### src/rtl/mem_hs_pkg.sv
// Shared definitions for the mem_hs scratch memory: FSM states, byte-lane
// width and the per-lane even-parity helper. Optional build macro used by
// the other files of this block: MEM_PARITY_EN.
package mem_hs_pkg;

  typedef enum logic {
    ST_INIT,
    ST_RUN
  } state_t;

  localparam int LANE_BITS = 8;

  // Even parity: the stored bit makes the total count of ones in lane+bit even.
  function automatic logic even_parity(input logic [LANE_BITS-1:0] lane);
    return ^lane;
  endfunction

endpackage

### src/rtl/mem_hs_if.sv
// Request/response bundle for mem_hs. The master drives requests and
// consumes responses; the slave is the memory. The err_inj signal only
// exists when MEM_PARITY_EN is defined.
interface mem_hs_if #(
  parameter int WIDTH      = 16,
  parameter int ADDR_WIDTH = 7
);
  import mem_hs_pkg::*;

  localparam int LANES = WIDTH / LANE_BITS;

  logic                  req_valid;
  logic                  req_ready;
  logic                  req_we;
  logic [ADDR_WIDTH-1:0] req_addr;
  logic [WIDTH-1:0]      req_wdata;
  logic [LANES-1:0]      req_be;
`ifdef MEM_PARITY_EN
  logic                  err_inj;
`endif
  logic                  rsp_valid;
  logic                  rsp_ready;
  logic [WIDTH-1:0]      rsp_rdata;
  logic                  rsp_err;

`ifdef MEM_PARITY_EN
  modport master (
    output req_valid, req_we, req_addr, req_wdata, req_be, err_inj, rsp_ready,
    input  req_ready, rsp_valid, rsp_rdata, rsp_err
  );

  modport slave (
    input  req_valid, req_we, req_addr, req_wdata, req_be, err_inj, rsp_ready,
    output req_ready, rsp_valid, rsp_rdata, rsp_err
  );
`else
  modport master (
    output req_valid, req_we, req_addr, req_wdata, req_be, rsp_ready,
    input  req_ready, rsp_valid, rsp_rdata, rsp_err
  );

  modport slave (
    input  req_valid, req_we, req_addr, req_wdata, req_be, rsp_ready,
    output req_ready, rsp_valid, rsp_rdata, rsp_err
  );
`endif

endinterface

### src/rtl/mem_hs_array.sv
// Storage for mem_hs: byte-lane masked write port and a registered read port
// that only updates when a read is taken, so its output doubles as the held
// response data. With MEM_PARITY_EN each lane also keeps an even-parity bit
// that is checked against the registered read data.
module mem_hs_array
  import mem_hs_pkg::*;
#(
  parameter int WIDTH      = 16,
  parameter int DEPTH      = 128,
  parameter int ADDR_WIDTH = 7
) (
  input  logic                     clk,
  input  logic                     rst,
  input  logic                     we,
  input  logic [ADDR_WIDTH-1:0]    addr,
  input  logic [WIDTH-1:0]         wdata,
  input  logic [WIDTH/LANE_BITS-1:0] be,
`ifdef MEM_PARITY_EN
  input  logic                     inj,
`endif
  input  logic                     rd_en,
  input  logic                     rd_zero,
  output logic [WIDTH-1:0]         rd_data,
  output logic                     rd_perr
);

  localparam int LANES = WIDTH / LANE_BITS;

  logic [WIDTH-1:0] mem [DEPTH];
  logic [WIDTH-1:0] rd_q;

  // Lane-masked write into the word array; contents are never reset.
  always_ff @(posedge clk) begin
    if (we) begin
      for (int i = 0; i < LANES; i++) begin
        if (be[i]) begin
          mem[addr][i*LANE_BITS +: LANE_BITS] <= wdata[i*LANE_BITS +: LANE_BITS];
        end
      end
    end
  end

`ifdef MEM_PARITY_EN
  logic [LANES-1:0] par [DEPTH];
  logic [LANES-1:0] par_q;

  // Parity bits follow their lane; error injection flips lane 0's bit.
  always_ff @(posedge clk) begin
    if (we) begin
      for (int i = 0; i < LANES; i++) begin
        if (be[i]) begin
          par[addr][i] <= even_parity(wdata[i*LANE_BITS +: LANE_BITS]) ^ ((i == 0) && inj);
        end
      end
    end
  end

  // Read register: loads on a taken read, zero for out-of-range addresses.
  always_ff @(posedge clk or negedge rst) begin
    if (!rst) begin
      rd_q  <= '0;
      par_q <= '0;
    end else if (rd_en) begin
      rd_q  <= rd_zero ? '0 : mem[addr];
      par_q <= rd_zero ? '0 : par[addr];
    end
  end

  // Any lane whose stored parity disagrees with its data flags an error.
  always_comb begin
    rd_perr = 1'b0;
    for (int i = 0; i < LANES; i++) begin
      if (par_q[i] != even_parity(rd_q[i*LANE_BITS +: LANE_BITS])) begin
        rd_perr = 1'b1;
      end
    end
  end
`else
  // Read register: loads on a taken read, zero for out-of-range addresses.
  always_ff @(posedge clk or negedge rst) begin
    if (!rst) begin
      rd_q <= '0;
    end else if (rd_en) begin
      rd_q <= rd_zero ? '0 : mem[addr];
    end
  end

  assign rd_perr = 1'b0;
`endif

  assign rd_data = rd_q;

endmodule

### src/rtl/mem_hs.sv
// mem_hs: single-port word memory with valid/ready requests, a registered
// back-pressurable read response, byte-lane writes, a zeroing sweep after
// reset or on clr, and out-of-range error reporting. Optional macro
// MEM_PARITY_EN adds per-lane parity with an err_inj test input.
module mem_hs
  import mem_hs_pkg::*;
#(
  parameter int WIDTH      = 16,
  parameter int DEPTH      = 128,
  parameter int ADDR_WIDTH = 7
) (
  input  logic     clk,
  input  logic     rst,
  input  logic     clr,
  output logic     busy,
  mem_hs_if.slave  bus
);

  localparam int                    LANES     = WIDTH / LANE_BITS;
  localparam logic [ADDR_WIDTH-1:0] LAST_ADDR = ADDR_WIDTH'(DEPTH - 1);
  localparam logic [ADDR_WIDTH:0]   DEPTH_W   = (ADDR_WIDTH + 1)'(DEPTH);

  state_t                state, state_d;
  logic [ADDR_WIDTH-1:0] count, count_d;
  logic                  clr_pending, clr_pending_d;
  logic                  rsp_valid, rsp_valid_d;
  logic                  rsp_oor, rsp_oor_d;

  logic                  in_range;
  logic                  take;
  logic                  mem_we;
  logic [ADDR_WIDTH-1:0] mem_addr;
  logic [WIDTH-1:0]      mem_wdata;
  logic [LANES-1:0]      mem_be;
  logic                  rd_en;
  logic                  rd_zero;
  logic [WIDTH-1:0]      rd_data;
  logic                  rd_perr;
`ifdef MEM_PARITY_EN
  logic                  mem_inj;
`endif

  assign in_range      = {1'b0, bus.req_addr} < DEPTH_W;
  assign bus.req_ready = (state == ST_RUN) && !clr_pending && (!rsp_valid || bus.rsp_ready);
  assign take          = bus.req_valid && bus.req_ready;
  assign busy          = (state == ST_INIT) || clr_pending;

  assign bus.rsp_valid = rsp_valid;
  assign bus.rsp_rdata = rd_data;
  assign bus.rsp_err   = rsp_oor | rd_perr;

  // State, sweep counter, pending clear and response flags.
  always_ff @(posedge clk or negedge rst) begin
    if (!rst) begin
      state       <= ST_INIT;
      count       <= '0;
      clr_pending <= 1'b0;
      rsp_valid   <= 1'b0;
      rsp_oor     <= 1'b0;
    end else begin
      state       <= state_d;
      count       <= count_d;
      clr_pending <= clr_pending_d;
      rsp_valid   <= rsp_valid_d;
      rsp_oor     <= rsp_oor_d;
    end
  end

  // Next state and array control: sweep writes zeros, run mode serves requests.
  always_comb begin
    state_d       = state;
    count_d       = count;
    clr_pending_d = clr_pending;
    rsp_valid_d   = rsp_valid;
    rsp_oor_d     = rsp_oor;
    mem_we        = 1'b0;
    mem_addr      = bus.req_addr;
    mem_wdata     = bus.req_wdata;
    mem_be        = bus.req_be;
    rd_en         = 1'b0;
    rd_zero       = 1'b0;
`ifdef MEM_PARITY_EN
    mem_inj       = 1'b0;
`endif

    case (state)
      ST_INIT: begin
        mem_we    = 1'b1;
        mem_addr  = count;
        mem_wdata = '0;
        mem_be    = '1;
        if (count == LAST_ADDR) begin
          state_d = ST_RUN;
          count_d = '0;
        end else begin
          count_d = count + 1'b1;
        end
      end

      ST_RUN: begin
        if (rsp_valid && bus.rsp_ready) begin
          rsp_valid_d = 1'b0;
        end
        if (take) begin
          if (bus.req_we) begin
            mem_we = in_range;
`ifdef MEM_PARITY_EN
            mem_inj = bus.err_inj;
`endif
          end else begin
            rd_en       = 1'b1;
            rd_zero     = !in_range;
            rsp_valid_d = 1'b1;
            rsp_oor_d   = !in_range;
          end
        end
        if (clr) begin
          clr_pending_d = 1'b1;
        end
        // A pending clear waits until no response is outstanding after this edge.
        if (clr_pending && (!rsp_valid || bus.rsp_ready)) begin
          state_d       = ST_INIT;
          count_d       = '0;
          clr_pending_d = 1'b0;
        end
      end

      default: begin
        state_d = ST_INIT;
        count_d = '0;
      end
    endcase
  end

  mem_hs_array #(
    .WIDTH      (WIDTH),
    .DEPTH      (DEPTH),
    .ADDR_WIDTH (ADDR_WIDTH)
  ) u_array (
    .clk     (clk),
    .rst     (rst),
    .we      (mem_we),
    .addr    (mem_addr),
    .wdata   (mem_wdata),
    .be      (mem_be),
`ifdef MEM_PARITY_EN
    .inj     (mem_inj),
`endif
    .rd_en   (rd_en),
    .rd_zero (rd_zero),
    .rd_data (rd_data),
    .rd_perr (rd_perr)
  );

endmodule
### src/flat_wrapper.sv
// flat-port wrapper written by rule: the top's interface ports become plain ports
module mem_hs_flat import mem_hs_pkg::*;
#(
  parameter int WIDTH      = 16,
  parameter int DEPTH      = 128,
  parameter int ADDR_WIDTH = 7
)
  (clk, rst, clr, busy, bus_req_valid, bus_req_we, bus_req_addr, bus_req_wdata, bus_req_be, bus_rsp_ready, bus_req_ready, bus_rsp_valid, bus_rsp_rdata, bus_rsp_err);
  mem_hs_if #(.WIDTH(WIDTH), .ADDR_WIDTH(ADDR_WIDTH)) bus_i ();
  input  logic clk;
  input  logic rst;
  input  logic clr;
  output logic busy;
  input wire logic [$bits(bus_i.req_valid)-1:0] bus_req_valid;
  input wire logic [$bits(bus_i.req_we)-1:0] bus_req_we;
  input wire logic [$bits(bus_i.req_addr)-1:0] bus_req_addr;
  input wire logic [$bits(bus_i.req_wdata)-1:0] bus_req_wdata;
  input wire logic [$bits(bus_i.req_be)-1:0] bus_req_be;
  input wire logic [$bits(bus_i.rsp_ready)-1:0] bus_rsp_ready;
  output wire logic [$bits(bus_i.req_ready)-1:0] bus_req_ready;
  output wire logic [$bits(bus_i.rsp_valid)-1:0] bus_rsp_valid;
  output wire logic [$bits(bus_i.rsp_rdata)-1:0] bus_rsp_rdata;
  output wire logic [$bits(bus_i.rsp_err)-1:0] bus_rsp_err;
  assign bus_i.req_valid = bus_req_valid;
  assign bus_i.req_we = bus_req_we;
  assign bus_i.req_addr = bus_req_addr;
  assign bus_i.req_wdata = bus_req_wdata;
  assign bus_i.req_be = bus_req_be;
  assign bus_i.rsp_ready = bus_rsp_ready;
  assign bus_req_ready = bus_i.req_ready;
  assign bus_rsp_valid = bus_i.rsp_valid;
  assign bus_rsp_rdata = bus_i.rsp_rdata;
  assign bus_rsp_err = bus_i.rsp_err;
  mem_hs #(.WIDTH(WIDTH), .DEPTH(DEPTH), .ADDR_WIDTH(ADDR_WIDTH)) u_core (.clk(clk), .rst(rst), .clr(clr), .busy(busy), .bus(bus_i));
endmodule
### config.mk
export PLATFORM = sky130hd
export DESIGN_NAME = mem_hs_flat
export DESIGN_NICKNAME = d
export VERILOG_FILES = /design/src/rtl/mem_hs_pkg.sv /design/src/rtl/mem_hs_if.sv /design/src/rtl/mem_hs_array.sv /design/src/rtl/mem_hs.sv /design/src/flat_wrapper.sv
export SDC_FILE = /design/constraint.sdc
export NUM_CORES = 2
export LEC_CHECK = 0
export BUFFER_PORTS_ARGS = -buffer_cell sky130_fd_sc_hd__buf_2
export CORE_MARGIN = 2
export CORE_UTILIZATION = 60
export CTS_BUF_LIST = sky130_fd_sc_hd__clkbuf_4 sky130_fd_sc_hd__clkbuf_8 sky130_fd_sc_hd__clkbuf_16
export DETAILED_ROUTE_END_ITERATION = 10
export PLACE_DENSITY = 0.79
export SLEW_MARGIN = 20
export SYNTH_ARGS = -nofsm -noshare
export SYNTH_HDL_FRONTEND = slang
export SYNTH_SLANG_ARGS = --single-unit
### constraint.sdc
create_clock -name clk -period 10.5 [get_ports clk]
set_input_delay 1.05 -clock clk [delete_from_list [all_inputs] [get_ports clk]]
set_output_delay 1.05 -clock clk [all_outputs]
set_load 0.02 [all_outputs]
Word level (Yosys, flattened, before mapping)
Memory sizes are Yosys's and may differ from the RTL's. A register that Yosys moved wholly into a read port is not among the register bits.
Cells that the tools add are included.
- bits in registers: 10
- bits in writable memories: 2048
- input bits: 31
- output and inout port bits: 20
- word-level logic and storage cells: 47
- memories: 1
- memories (memory ; depth ; width ; rd ports ; clocked after Yosys merged registers in ; write ports ; line ; RTL):
    u_core.u_array.mem ; 128 ; 16 ; 1 ; 1 ; 1 ; mem_hs_array.sv:29 ; logic [WIDTH-1:0] mem [DEPTH];
- add/sub/neg operators: 1
- equality and inequality tests: 2
- mux-type cells: 26
- bitwise gates (word level): 1
- reductions and logical operators: 12
- operators by type and width (cell ; count):
    $mux 7 ; 3
    $mux 1 ; 18
    $mux 16 ; 1
    $pmux 7 s2 ; 1
    $add 7x1->7 const B ; 1
    $eq 7x7->1 const B ; 1
    $logic_and 1x1->1 ; 5
    $pmux 1 s2 ; 2
    $logic_not 1->1 ; 3
    $logic_or 1x1->1 ; 2
    $mux 2 ; 1
    $ne 2x2->1 const B ; 1
    $reduce_and 2->1 ; 1
    $reduce_bool 2->1 ; 1
    $not 1->1 ; 1

Logic depth before layout (Yosys ltp)
- depth in word-level cells: 8
- depth in mapped cells: 11
- mapped depth without buffers: 7

Cells and area by module
A second synthesis with hierarchy kept.
- cell total of the unflattened synthesis: 4924
- area, all modules: 81306.7 µm²
- modules (own cells, without submodules) (module ; times used ; cells an instance ; area each (µm²) ; seq. area each (µm²)):
    mem_hs_array ; 1 ; 4845 ; 80592.3 ; 61899.4
    mem_hs ; 1 ; 79 ; 714.4 ; 250.2

Worst setup path before layout
No wires, ideal clock.
- kind: reg-to-reg
- from: reg u_core.state
- to: mem u_core.u_array.mem[0][0], data pin
- library setup time: 0.534 ns
- arrival time: 3.048 ns
- required time: 9.966 ns
- setup slack: 6.918 ns
- stages on the path, launching flop included: 7
- cells stage by stage: dfrtp_1 buf_4 buf_4 buf_4 clkbuf_1 clkbuf_1 and2_1
- word-level cells in the longest chain between the ends: 1
- RTL lines (item ; line ; RTL):
    start, declared ; mem_hs.sv:23 ; state_t state, state_d;
    start signal, assigned ; mem_hs.sv:61 ; state <= state_d;
    $mux 16 ; mem_hs.sv:86 ; case (state)
    named net u_core.mem_wdata[0] ; mem_hs.sv:33 ; logic [WIDTH-1:0] mem_wdata;
    end, declared ; mem_hs_array.sv:29 ;
The timed path passes the listed nets, and every way through them passes these cells.

Worst setup path in the final report
- from: reg u_core.state
- to: mem u_core.u_array.mem[67][10], enable pin
- word-level cells in the longest chain between the ends: 7
- elaborated cells between the ends (all ways): 11
- those cells by class: mux: 7; bitwise: 1; reduce/logical: 3
- RTL lines (item ; line ; RTL):
    $logic_and 1x1->1 (2 in a row) ; mem_hs.sv:44 ; assign bus.req_ready = (state == ST_RUN) && !clr_pending && (!rsp_valid || bus.rsp_ready);
    $logic_and 1x1->1 ; mem_hs.sv:45 ; assign take = bus.req_valid && bus.req_ready;
    $mux 1 ; mem_hs.sv:104 ; if (take) begin
    $pmux 1 s2 ; mem_hs.sv:86 ;
    $mux 1 ; mem_hs_array.sv:34 ; if (we) begin
    $mux 1 (implied by the code) ; mem_hs_array.sv:37 ; mem[addr][i*LANE_BITS +: LANE_BITS] <= wdata[i*LANE_BITS +: LANE_BITS];
Several ways; a longest one is shown, not always the timed one.

==> results.toml <==
[final_layout]
drive_gt1_share_pct = 11.7
area_growth_pct = 10.7
fillers = 7963
final-seq-area_sq_mm = 0.0622
multi_input_area_sq_mm = 0.0150
finalNetCount = 4517

[critical_path]
crit_fanout = 84
worstPathRequired_ns = 10.94
end_kind = "register"
worst_ep_arrival_time_ns = 5.57
path_class = "reg -> reg"
r2r_start = "u_core.state"
reg2reg_to = "u_core.u_array.mem[67][10]"
rr_worst_depth = 8
startpoint_type = "register"
reg2reg_slack_ns = 5.38

[placed_design]
place_ws_ns = 5.40
dp_hpwl_microns = 115000
place_congestion = 0.934
portBuffers = 49

[die]
initial_core_util_pct = 60.4
top_level_ports = 51
rows = 132
die_area_sq_mm = 0.133
die_x_microns = 365
core-area_sq_mm = 0.129
die_h_microns = 365

[synthesis]
netlist_area_sq_mm = 0.0783
synth_warnings = 0
syn_avg_cell_area_sq_um = 17.5
synth_most_common_cell = "edfxtp_1"
yosys.area.top_type_share_pct = 78.6
synth_commonest_cells = "edfxtp_1, a22oi_1, nor2_1"
ys_ff_latch = 2074
seq_area_frac_synth_pct = 79.4
syn_inst = 4478
synth.largest_area_cell = "edfxtp_1"
syn_nets = 4510
synth_edf_count = 2048
async_reset_ff_share_pct = 1.25
synth_cell_types = 59
yosys-top-cells-area = "edfxtp_1, a22oi_1, mux2i_1"
ys.flop_type = "edfxtp_1"

[sta]
setup_slack_ns = 5.38
worstMarginPinSlew_ns = 1.22
relSlewSlack_pct = 18.6
setup_viol = 0
drv_slew = 0
finalCriticalPeriod_ns = 5.12
hold_viol = 0
rsz0062_at_grt = "no"
clock.fmax_ghz = 0.195
finalClockSkew_ns = 0.0435
finalCritPeriodShare_pct = 48.8
tns_ns = 0

[clock_tree]
post_cts_buffers = 0
post_cts_resized = 0
hold_buffers = 0
clockBufferDepth = 3
path_clk_slew_ns = 0.06
cts_buffers = 189
cts_root_buffer = "clkbuf_16"
htreeDepth = 4
cts_tree = "done"
cts.sinks = 2074
clock_latency_ns = 0.83

[route]
route.detailed.drc = 0
dr.pass1.iters = 10
ant_nets = 0
routed_wl_microns = 200000
dr_total_vias = 45140
via_per_inst = 7.06
drtIter0Drc = 8367
wire_per_inst_microns = 31.3

[global_route]
grt_overflow_total = 0
track_usage_pct = 29.9
grt_pass1_vias = 43337
grt_max_degree = 109
grt_pass1_wl_microns = 290000
antenna_found_initial = 4

[worst_hold_path]
hold_path.class = "in -> async"

[power]
p_per_area_mw_per_mm2 = 276
p_leak_nw = 27.2
peakVddDrop_uv = 258

[run]
drv_cap = 0

[status]
status = "finished, final reports clean"
==> area by class of cell <==
type                            count  area share, %
Clock inverter                    112           1.38
Sequential cell                  2074           71.8
Antenna cell                        3        0.00867
Tap cell                         1742           2.52
Inverter                            5         0.0217
Multi-Input combinational cell   2086           17.3
Timing Repair Buffer              129          0.977
Clock buffer                      240           6.04
==> through the flow <==
step	instance area [sq um]	total power [W]	utilization [%]	hold slack [ns]	std cells
floorplan	78300	0.0143	-	0.499	4478
global placement	80200	0.0166	61.9	0.479	6036
detailed placement	80200	0.0168	61.9	0.481	6036
CTS	86600	0.0237	66.9	0.267	6388
global route	86600	0.0245	66.9	0.328	6388
finish	86600	0.0239	66.9	0.300	6391
==> metal layers <==
| metal | track usage, % | up-vias | wire (microns) |
|---|---|---|---|
| li1 | - | 18485 | - |
| met1 | 40.7 | 22389 | 71100 |
| met2 | 45.9 | 3691 | 92700 |
| met3 | 7.52 | 569 | 26400 |
| met4 | 14.2 | 6 | 9930 |
| met5 | 0 | - | 39 |
==> critical path, cell delays in order, from the launching register on <==
cell and delay, ns:
dfrtp_2 0.39, buf_4 0.33, or2b_2 0.50, o32ai_4 0.24, buf_4 0.58, buf_4 0.85
nand2_1 0.72, buf_4 0.44, nor2_1 0.54
==> where the power goes <==
part | total [W] | internal, W | switching [W] | leakage [nW]
Clock | 0.00702 | 0.00406 | 0.00297 | 3.20
Sequential | 0.0100 | 0.00987 | 0.000152 | 19.3
Combinational | 0.00689 | 0.00186 | 0.00503 | 4.77
==> logic make-up (layout without fill, tap and decap cells) <==
kind of cell             Yosys count  in the layout  synth area share (%)
other                              1              4               0.00479
flip-flops                      2074           2074                  79.4
AND/OR/NAND/NOR                  475            475                  2.49
adder cells (fa/ha/maj)            1              1                0.0160
multiplexers                     320            320                  4.18
buffers and inverters            318            486                  1.83
XOR/XNOR                           3              3                0.0336
AO/OA/AOI/OAI                   1286           1286                  12.0
==> flip-flops by register name (all words and copies together) (netlist names) <==
register and count:
u_core.clr_pending 1, u_core.state 1, u_core.u_array.mem 2048, u_core.bus.rsp_valid 1
u_core.u_array.rd_data 16, u_core.count 7
==> placed cells by master, fill, tap and decap left out, drive strengths merged, types with 7 or more instances in the layout <==
master and count:
a41oi 145, a22o 9, nor2 318, a21oi 32, o32a 16, mux2 54, and2 16, dfrtp 26
mux2i 266, nand2 103, buf 129, o22ai 137, clkinv 80, inv 10, a41o 13, bufinv 21
a22oi 617, o41ai 33, o21ai 202, edfxtp 2048, a222oi 55, nand2b 7, o32ai 8, clkbuf 240
==> how the worst max path moves through the flow <==
stage | depth (start not counted) | startpoint | end | slack (ns)
finish | 8 | u_core.state | u_core.u_array.mem[67][10] | 5.38
global route | 8 | u_core.state | u_core.u_array.mem[35][9] | 5.29
CTS | 8 | u_core.state | u_core.u_array.mem[67][10] | 5.49
detailed placement | 7 | bus_req_addr[0] | u_core.u_array.mem[52][15] | 5.40
global placement | 7 | bus_req_addr[0] | u_core.u_array.mem[100][10] | 5.54
floorplan | 6 | u_core.state | u_core.u_array.mem[0][0] | 6.92
Note: power is estimated with default switching activity, not from simulation.
